[src/rtl/pll_drp_ctrl_if.sv]
`default_nettype none
// ============================================================================
// Module   : pll_drp_ctrl_if
// Brief    : Request/response handshake bundle between a client and pll_drp_ctrl.
// Revision : 1.0 - initial release
// ============================================================================
interface pll_drp_ctrl_if;
  logic       req_valid;
  logic       req_ready;
  logic       req_write;
  logic       req_commit;
  logic [7:0] req_addr;
  logic [7:0] req_wdata;
  logic       rsp_valid;
  logic [7:0] rsp_rdata;
  logic       rsp_err;

  modport master (
    output req_valid, req_write, req_commit, req_addr, req_wdata,
    input  req_ready, rsp_valid, rsp_rdata, rsp_err
  );

  modport slave (
    input  req_valid, req_write, req_commit, req_addr, req_wdata,
    output req_ready, rsp_valid, rsp_rdata, rsp_err
  );
endinterface
`default_nettype wire

[src/rtl/pll_drp_ctrl.sv]
`default_nettype none
// ============================================================================
// Module   : pll_drp_ctrl
// Brief    : Single-register PLL DRP access controller; optional post-write PLL
//            reset and lock wait, enabled by macro PLL_DRP_LOCK_WAIT_EN.
// Revision : 1.0 - initial release
// ============================================================================
module pll_drp_ctrl #(
  parameter int RST_CYCLES   = 8,
  parameter int LOCK_STABLE  = 4,
  parameter int LOCK_TIMEOUT = 65535
) (
  input  logic         mdclk,
  input  logic         reset,
  pll_drp_ctrl_if.slave bus,
  output logic         busy,
  output logic [1:0]   mdopc,
  output logic         mdainc,
  output logic [7:0]   mdwdi,
  input  logic [7:0]   mdrdo,
  input  logic         lock,
  output logic         pll_reset
);

  typedef enum logic [2:0] {
    S_IDLE     = 3'd0,
    S_ADDR     = 3'd1,
    S_ACCESS   = 3'd2,
    S_CAPTURE  = 3'd3,
    S_RST      = 3'd4,
    S_LOCKWAIT = 3'd5,
    S_DONE     = 3'd6
  } state_t;

  localparam logic [1:0] OPC_NOP   = 2'b00;
  localparam logic [1:0] OPC_ADDR  = 2'b11;
  localparam logic [1:0] OPC_WRITE = 2'b01;
  localparam logic [1:0] OPC_READ  = 2'b10;

  state_t     r_state, w_state_nxt;
  logic       r_write;
  logic [7:0] r_addr, r_wdata;
  logic       r_ready, r_busy, r_rsp_valid;
  logic [1:0] r_opc, w_opc_nxt;
  logic [7:0] r_wdi, w_wdi_nxt;
  logic [7:0] r_rdata, w_rdata_nxt;
  logic       w_accept;

`ifdef PLL_DRP_LOCK_WAIT_EN
  localparam logic [15:0] RST_LAST    = 16'(RST_CYCLES - 1);
  localparam logic [15:0] STABLE_LAST = 16'(LOCK_STABLE - 1);
  localparam logic [15:0] TO_LAST     = 16'(LOCK_TIMEOUT - 1);

  logic        r_commit;
  logic        r_lock_meta, r_lock_sync;
  logic [15:0] r_cnt, w_cnt_nxt;
  logic [15:0] r_stable, w_stable_nxt;
  logic        r_err, w_timeout;
  logic        r_pll_reset;
`endif

  always_comb begin
    w_state_nxt = r_state;
    w_accept    = 1'b0;
`ifdef PLL_DRP_LOCK_WAIT_EN
    w_cnt_nxt    = r_cnt;
    w_stable_nxt = r_stable;
    w_timeout    = 1'b0;
`endif
    case (r_state)
      S_IDLE: begin
        if (bus.req_valid && r_ready) begin
          w_accept    = 1'b1;
          w_state_nxt = S_ADDR;
        end
      end
      S_ADDR: w_state_nxt = S_ACCESS;
      S_ACCESS: begin
        if (!r_write) begin
          w_state_nxt = S_CAPTURE;
        end
`ifdef PLL_DRP_LOCK_WAIT_EN
        else if (r_commit) begin
          w_state_nxt = S_RST;
          w_cnt_nxt   = '0;
        end
`endif
        else begin
          w_state_nxt = S_DONE;
        end
      end
      S_CAPTURE: w_state_nxt = S_DONE;
`ifdef PLL_DRP_LOCK_WAIT_EN
      S_RST: begin
        if (r_cnt == RST_LAST) begin
          w_state_nxt  = S_LOCKWAIT;
          w_cnt_nxt    = '0;
          w_stable_nxt = '0;
        end else begin
          w_cnt_nxt = r_cnt + 16'd1;
        end
      end
      S_LOCKWAIT: begin
        // Lock success wins over a timeout landing on the same cycle.
        if (r_lock_sync && (r_stable == STABLE_LAST)) begin
          w_state_nxt = S_DONE;
        end else if (r_cnt == TO_LAST) begin
          w_state_nxt = S_DONE;
          w_timeout   = 1'b1;
        end else begin
          w_cnt_nxt    = r_cnt + 16'd1;
          w_stable_nxt = r_lock_sync ? (r_stable + 16'd1) : 16'd0;
        end
      end
`endif
      S_DONE:  w_state_nxt = S_IDLE;
      default: w_state_nxt = S_IDLE;
    endcase
  end

  // Output values are computed for the state being entered so every port is a flop.
  always_comb begin
    w_opc_nxt   = OPC_NOP;
    w_wdi_nxt   = 8'h00;
    w_rdata_nxt = r_rdata;
    case (w_state_nxt)
      S_ADDR: begin
        w_opc_nxt = OPC_ADDR;
        w_wdi_nxt = bus.req_addr;
      end
      S_ACCESS: begin
        w_opc_nxt = r_write ? OPC_WRITE : OPC_READ;
        w_wdi_nxt = r_write ? r_wdata : 8'h00;
      end
      S_DONE:  w_rdata_nxt = (r_state == S_CAPTURE) ? mdrdo : 8'h00;
      default: ;
    endcase
  end

  always_ff @(posedge mdclk or posedge reset) begin
    if (reset) begin
      r_state     <= S_IDLE;
      r_write     <= 1'b0;
      r_addr      <= 8'h00;
      r_wdata     <= 8'h00;
      r_ready     <= 1'b0;
      r_busy      <= 1'b0;
      r_rsp_valid <= 1'b0;
      r_opc       <= OPC_NOP;
      r_wdi       <= 8'h00;
      r_rdata     <= 8'h00;
    end else begin
      r_state <= w_state_nxt;
      if (w_accept) begin
        r_write <= bus.req_write;
        r_addr  <= bus.req_addr;
        r_wdata <= bus.req_wdata;
      end
      r_ready     <= (w_state_nxt == S_IDLE);
      r_busy      <= (w_state_nxt != S_IDLE);
      r_rsp_valid <= (w_state_nxt == S_DONE);
      r_opc       <= w_opc_nxt;
      r_wdi       <= w_wdi_nxt;
      r_rdata     <= w_rdata_nxt;
    end
  end

`ifdef PLL_DRP_LOCK_WAIT_EN
  always_ff @(posedge mdclk or posedge reset) begin
    if (reset) begin
      r_commit    <= 1'b0;
      r_lock_meta <= 1'b0;
      r_lock_sync <= 1'b0;
      r_cnt       <= '0;
      r_stable    <= '0;
      r_err       <= 1'b0;
      r_pll_reset <= 1'b0;
    end else begin
      if (w_accept) begin
        r_commit <= bus.req_commit;
      end
      r_lock_meta <= lock;
      r_lock_sync <= r_lock_meta;
      r_cnt       <= w_cnt_nxt;
      r_stable    <= w_stable_nxt;
      if (w_state_nxt == S_DONE) begin
        r_err <= w_timeout;
      end
      r_pll_reset <= (w_state_nxt == S_RST);
    end
  end

  assign bus.rsp_err = r_err;
  assign pll_reset   = r_pll_reset;
`else
  logic unused_cfg;
  assign unused_cfg  = ^{bus.req_commit, lock, RST_CYCLES, LOCK_STABLE, LOCK_TIMEOUT};
  assign bus.rsp_err = 1'b0;
  assign pll_reset   = 1'b0;
`endif

  assign bus.req_ready = r_ready;
  assign bus.rsp_valid = r_rsp_valid;
  assign bus.rsp_rdata = r_rdata;
  assign busy          = r_busy;
  assign mdopc         = r_opc;
  assign mdwdi         = r_wdi;
  assign mdainc        = 1'b0;

endmodule
`default_nettype wire

[src/flat_wrapper.sv]
// flat-port wrapper written by rule: the top's interface ports become plain ports
module pll_drp_ctrl_flat 
#(
  parameter int RST_CYCLES   = 8,
  parameter int LOCK_STABLE  = 4,
  parameter int LOCK_TIMEOUT = 65535
)
  (mdclk, reset, busy, mdopc, mdainc, mdwdi, mdrdo, lock, pll_reset, bus_req_valid, bus_req_write, bus_req_commit, bus_req_addr, bus_req_wdata, bus_req_ready, bus_rsp_valid, bus_rsp_rdata, bus_rsp_err);
  pll_drp_ctrl_if bus_i ();
  input  logic mdclk;
  input  logic reset;
  output logic busy;
  output logic [1:0] mdopc;
  output logic mdainc;
  output logic [7:0] mdwdi;
  input  logic [7:0] mdrdo;
  input  logic lock;
  output logic pll_reset;
  input wire logic [$bits(bus_i.req_valid)-1:0] bus_req_valid;
  input wire logic [$bits(bus_i.req_write)-1:0] bus_req_write;
  input wire logic [$bits(bus_i.req_commit)-1:0] bus_req_commit;
  input wire logic [$bits(bus_i.req_addr)-1:0] bus_req_addr;
  input wire logic [$bits(bus_i.req_wdata)-1:0] bus_req_wdata;
  output wire logic [$bits(bus_i.req_ready)-1:0] bus_req_ready;
  output wire logic [$bits(bus_i.rsp_valid)-1:0] bus_rsp_valid;
  output wire logic [$bits(bus_i.rsp_rdata)-1:0] bus_rsp_rdata;
  output wire logic [$bits(bus_i.rsp_err)-1:0] bus_rsp_err;
  assign bus_i.req_valid = bus_req_valid;
  assign bus_i.req_write = bus_req_write;
  assign bus_i.req_commit = bus_req_commit;
  assign bus_i.req_addr = bus_req_addr;
  assign bus_i.req_wdata = bus_req_wdata;
  assign bus_req_ready = bus_i.req_ready;
  assign bus_rsp_valid = bus_i.rsp_valid;
  assign bus_rsp_rdata = bus_i.rsp_rdata;
  assign bus_rsp_err = bus_i.rsp_err;
  pll_drp_ctrl #(.RST_CYCLES(RST_CYCLES), .LOCK_STABLE(LOCK_STABLE), .LOCK_TIMEOUT(LOCK_TIMEOUT)) u_core (.mdclk(mdclk), .reset(reset), .bus(bus_i), .busy(busy), .mdopc(mdopc), .mdainc(mdainc), .mdwdi(mdwdi), .mdrdo(mdrdo), .lock(lock), .pll_reset(pll_reset));
endmodule
[config.mk]
export PLATFORM = sky130hd
export DESIGN_NAME = pll_drp_ctrl_flat
export DESIGN_NICKNAME = d
export VERILOG_FILES = /design/src/rtl/pll_drp_ctrl_if.sv /design/src/rtl/pll_drp_ctrl.sv /design/src/flat_wrapper.sv
export SDC_FILE = /design/constraint.sdc
export NUM_CORES = 1
export LEC_CHECK = 0
export CAP_MARGIN = 20
export CORE_MARGIN = 8
export CORE_UTILIZATION = 44
export DETAILED_ROUTE_END_ITERATION = 16
export PLACE_DENSITY = 0.84
export REMOVE_ABC_BUFFERS = 1
export SKIP_LAST_GASP = 1
export SLEW_MARGIN = 20
export SYNTH_ARGS = -nofsm -noshare
export SYNTH_HDL_FRONTEND = slang
export SYNTH_SLANG_ARGS = --single-unit
[constraint.sdc]
create_clock -name mdclk -period 4.1 [get_ports mdclk]
set_clock_uncertainty 0.05 [all_clocks]
set_input_delay 1.23 -clock mdclk [delete_from_list [all_inputs] [get_ports mdclk]]
set_output_delay 1.23 -clock mdclk [all_outputs]
set_load 0.02 [all_outputs]
==> metrics <==
DRC 0; Setup-failing EPs final 0; period utilization approximately 64%; worst hold slack roughly 0.45 ns; largest net degree at the start of global routing 34; status completed; Most used DFF post-synth dfrtp_1; most frequent cells after synthesis 33 x dfrtp_1, 16 x a22o_1, 5 x mux2_2, 5 x nor2_1, 4 x mux2_1; CTS H-tree depth 2; initial DRC count 46; Area Overhead vs Synth 46.9%; DIE HEIGHT between 60 and 70 µm; area leader, netlist dfrtp_1; unrepaired setup endpoints after global routing false; port bufs 48; RR Startpoint u_core.r_state[1]$_DFF_PP0_; combinational family with the most area after synthesis compound AO/OA/AOI/OAI gates; total global-route track usage between 10% and 20%; compound-gate portion of the synthesized area between 10% and 20%; Num CTS Buffers 5; share of cells above drive strength 1 10.2%; CTS-repair resized insts 0; Core ar. about 0.0027 mm²; Largest stage delay, worst path 0.61 ns; hold_buf cts 0; worst-path fanout max 2; initial core utilization 45.3%; Post-DP HPWL slightly above 2000 µm; CTS Root Cell clkbuf_4; post-CTS setup buffers 0; pwr dens about 670 mW/mm²; I/O pin count 54; CTS sink count 33; most common cell in the netlist dfrtp_1; DR vias/cell just over 5; Slew Viols, Final 0; Final min period ~2.6 ns; ys async rst share 100%; FF+latch count, synth 33; CP Data Required Time ~2.8 ns; vias 853; Netlist Area Pre-Place 0.00122 mm²; Hold Crit Start u_core.r_state[2]$_DFF_PP0_; Final Hold Vio Count 0; DRT Pass-1 Iters 2; crit path from u_core.bus.rsp_rdata[4]$_DFFE_PP0P_; CTS tree yes; post-synthesis adder-cell area fraction 0%; nets about 170; mean post-synth cell area between 10 and 15 µm²; die area about 0.0047 mm²; register area share after synthesis between 60% and 70%; cell chain of the critical path clkdlybuf4s50_1; LEAKAGE between 0.0008 and 0.0009 µW; Clock Pin Slew Worst Setup and Hold Paths roughly 0.11 ns; WS Path Type reg -> out; xor/xnor share of the synthesized area 0%; Mapped Cells 84; Tot Pwr about 1200 µW; Arr. time, crit path around 1.3 ns; VDD IR-drop max 0.544 mV; synth top area cells dfrtp_1 68%, a22o_1 12%, mux2_2 4.6%; number of global-route vias before repair approximately 960; clk buf depth 2; achievable frequency 0.384 GHz; gr ovfl total 0; CP top delay family buffers and inverters; worst min-delay path category reg -> reg; measured slew at the worst slew-check pin about 0.71 ns; Worst setup SP type register; unique cell type count in the Yosys netlist 20; post-DR wirelength/cell around 16 µm; slowest stage cell, crit path clkdlybuf4s50_1; mux cell area share after synthesis about 8.3%; Final ANT Viol Nets 0; clk_lat worst skew 0.33 ns; Synth warnings 0; Max Cap Viol 0; setup_tns 0 ns; CP endpoint kind output pin; die width approximately 69 µm; Total Wirelength 2690 µm; Ant. Diodes 0; number of synthesized flops with an enable pin 0; CP bufs+invs 1; Slew headroom between 50% and 60%; first-pass GRT wire length 4420 µm; # rows 19; top cell type's share of synthesized area 67.9%; antenna violations before repair 0; Synth Area in Simple Gates approximately 4.6%; Placer Congestion between 0.6 and 0.7
[per-stage QoR]
| step | area [µm²] | worst slack [ns] | std cells | util, % |
|---|---|---|---|---|
| 3_3_place_gp | 1700 | 1.18 | 160 | 63.3 |
| 2_1_floorplan | 1170 | 1.80 | 80 | - |
| 3_5_place_dp | 1700 | 1.13 | 160 | 63.3 |
| 5_1_grt | 1790 | 1.43 | 168 | 66.5 |
| 4_1_cts | 1790 | 1.47 | 168 | 66.5 |
| 6_report | 1790 | 1.50 | 168 | 66.5 |
[final timing paths]
path	to	slack, ns	cells past startpoint
setup / recovery	bus_rsp_rdata[4]	1.50	1
hold / removal	u_core.r_state[1]$_DFF_PP0_	0.45	1
setup reg to reg	u_core.r_wdata[3]$_DFFE_PP0P_	2.22	3
hold reg to reg	u_core.r_state[1]$_DFF_PP0_	0.45	1
max in group asynchronous	u_core.r_wdata[1]$_DFFE_PP0P_	2.47	3
min in group asynchronous	u_core.r_state[0]$_DFF_PP0_	1.22	3
[state kept, by name (all words and copies together), names as in the netlist]
name                  cells
u_core.bus.req_ready      1
u_core.bus.rsp_valid      1
u_core.mdwdi              8
u_core.mdopc              2
u_core.bus.rsp_rdata      8
u_core.r_wdata            8
u_core.busy               1
u_core.r_write            1
u_core.r_state            3
[layout make-up]
class                      instances  area, µm²
clock inverter                     1       30.0
inverter                           4       15.0
fill                             214        900
sequential                        33        826
clock buffer                       7       55.1
timing repair buffer              49        488
multi-input combinational         43        334
tap                               31       38.8
[power by group]
group / switching, µW / internal, µW
Clock: 105 / 146
Combinational: 213 / 224
Sequential: 65.7 / 446
Total: 384 / 816
[kinds of logic (layout without fill, tap and decap cells)]
logic type,Yosys count,count (layout)
mux,9,9
other cells,1,3
simple gates,11,11
buf+inv,10,61
compound gates,20,20
flops,33,33
[layout by cell type (no fill, tap or decap)]
cell / n
clkdlybuf4s50_1: 48
dfrtp_1: 33
clkbuf_8: 1
and3_1: 1
nand2_1: 1
clkbuf_4: 5
and4_1: 1
o21ai_0: 2
bufinv_16: 1
buf_4: 1
mux2_2: 5
mux2_1: 4
o21bai_1: 1
nand2b_1: 1
clkbuf_1: 1
inv_2: 1
nand4_1: 1
or2_1: 1
conb_1: 3
nor2_1: 5
o31ai_1: 1
a22o_1: 16
inv_1: 3
[per-layer routing]
metal  routed length [µm]  global-route usage, %
met2                 1390                   22.3
met3                  230                   6.79
met5                    0                      0
met4                   31                   4.60
met1                 1050                   13.2
No activity file was read; power rests on OpenSTA's default activity.
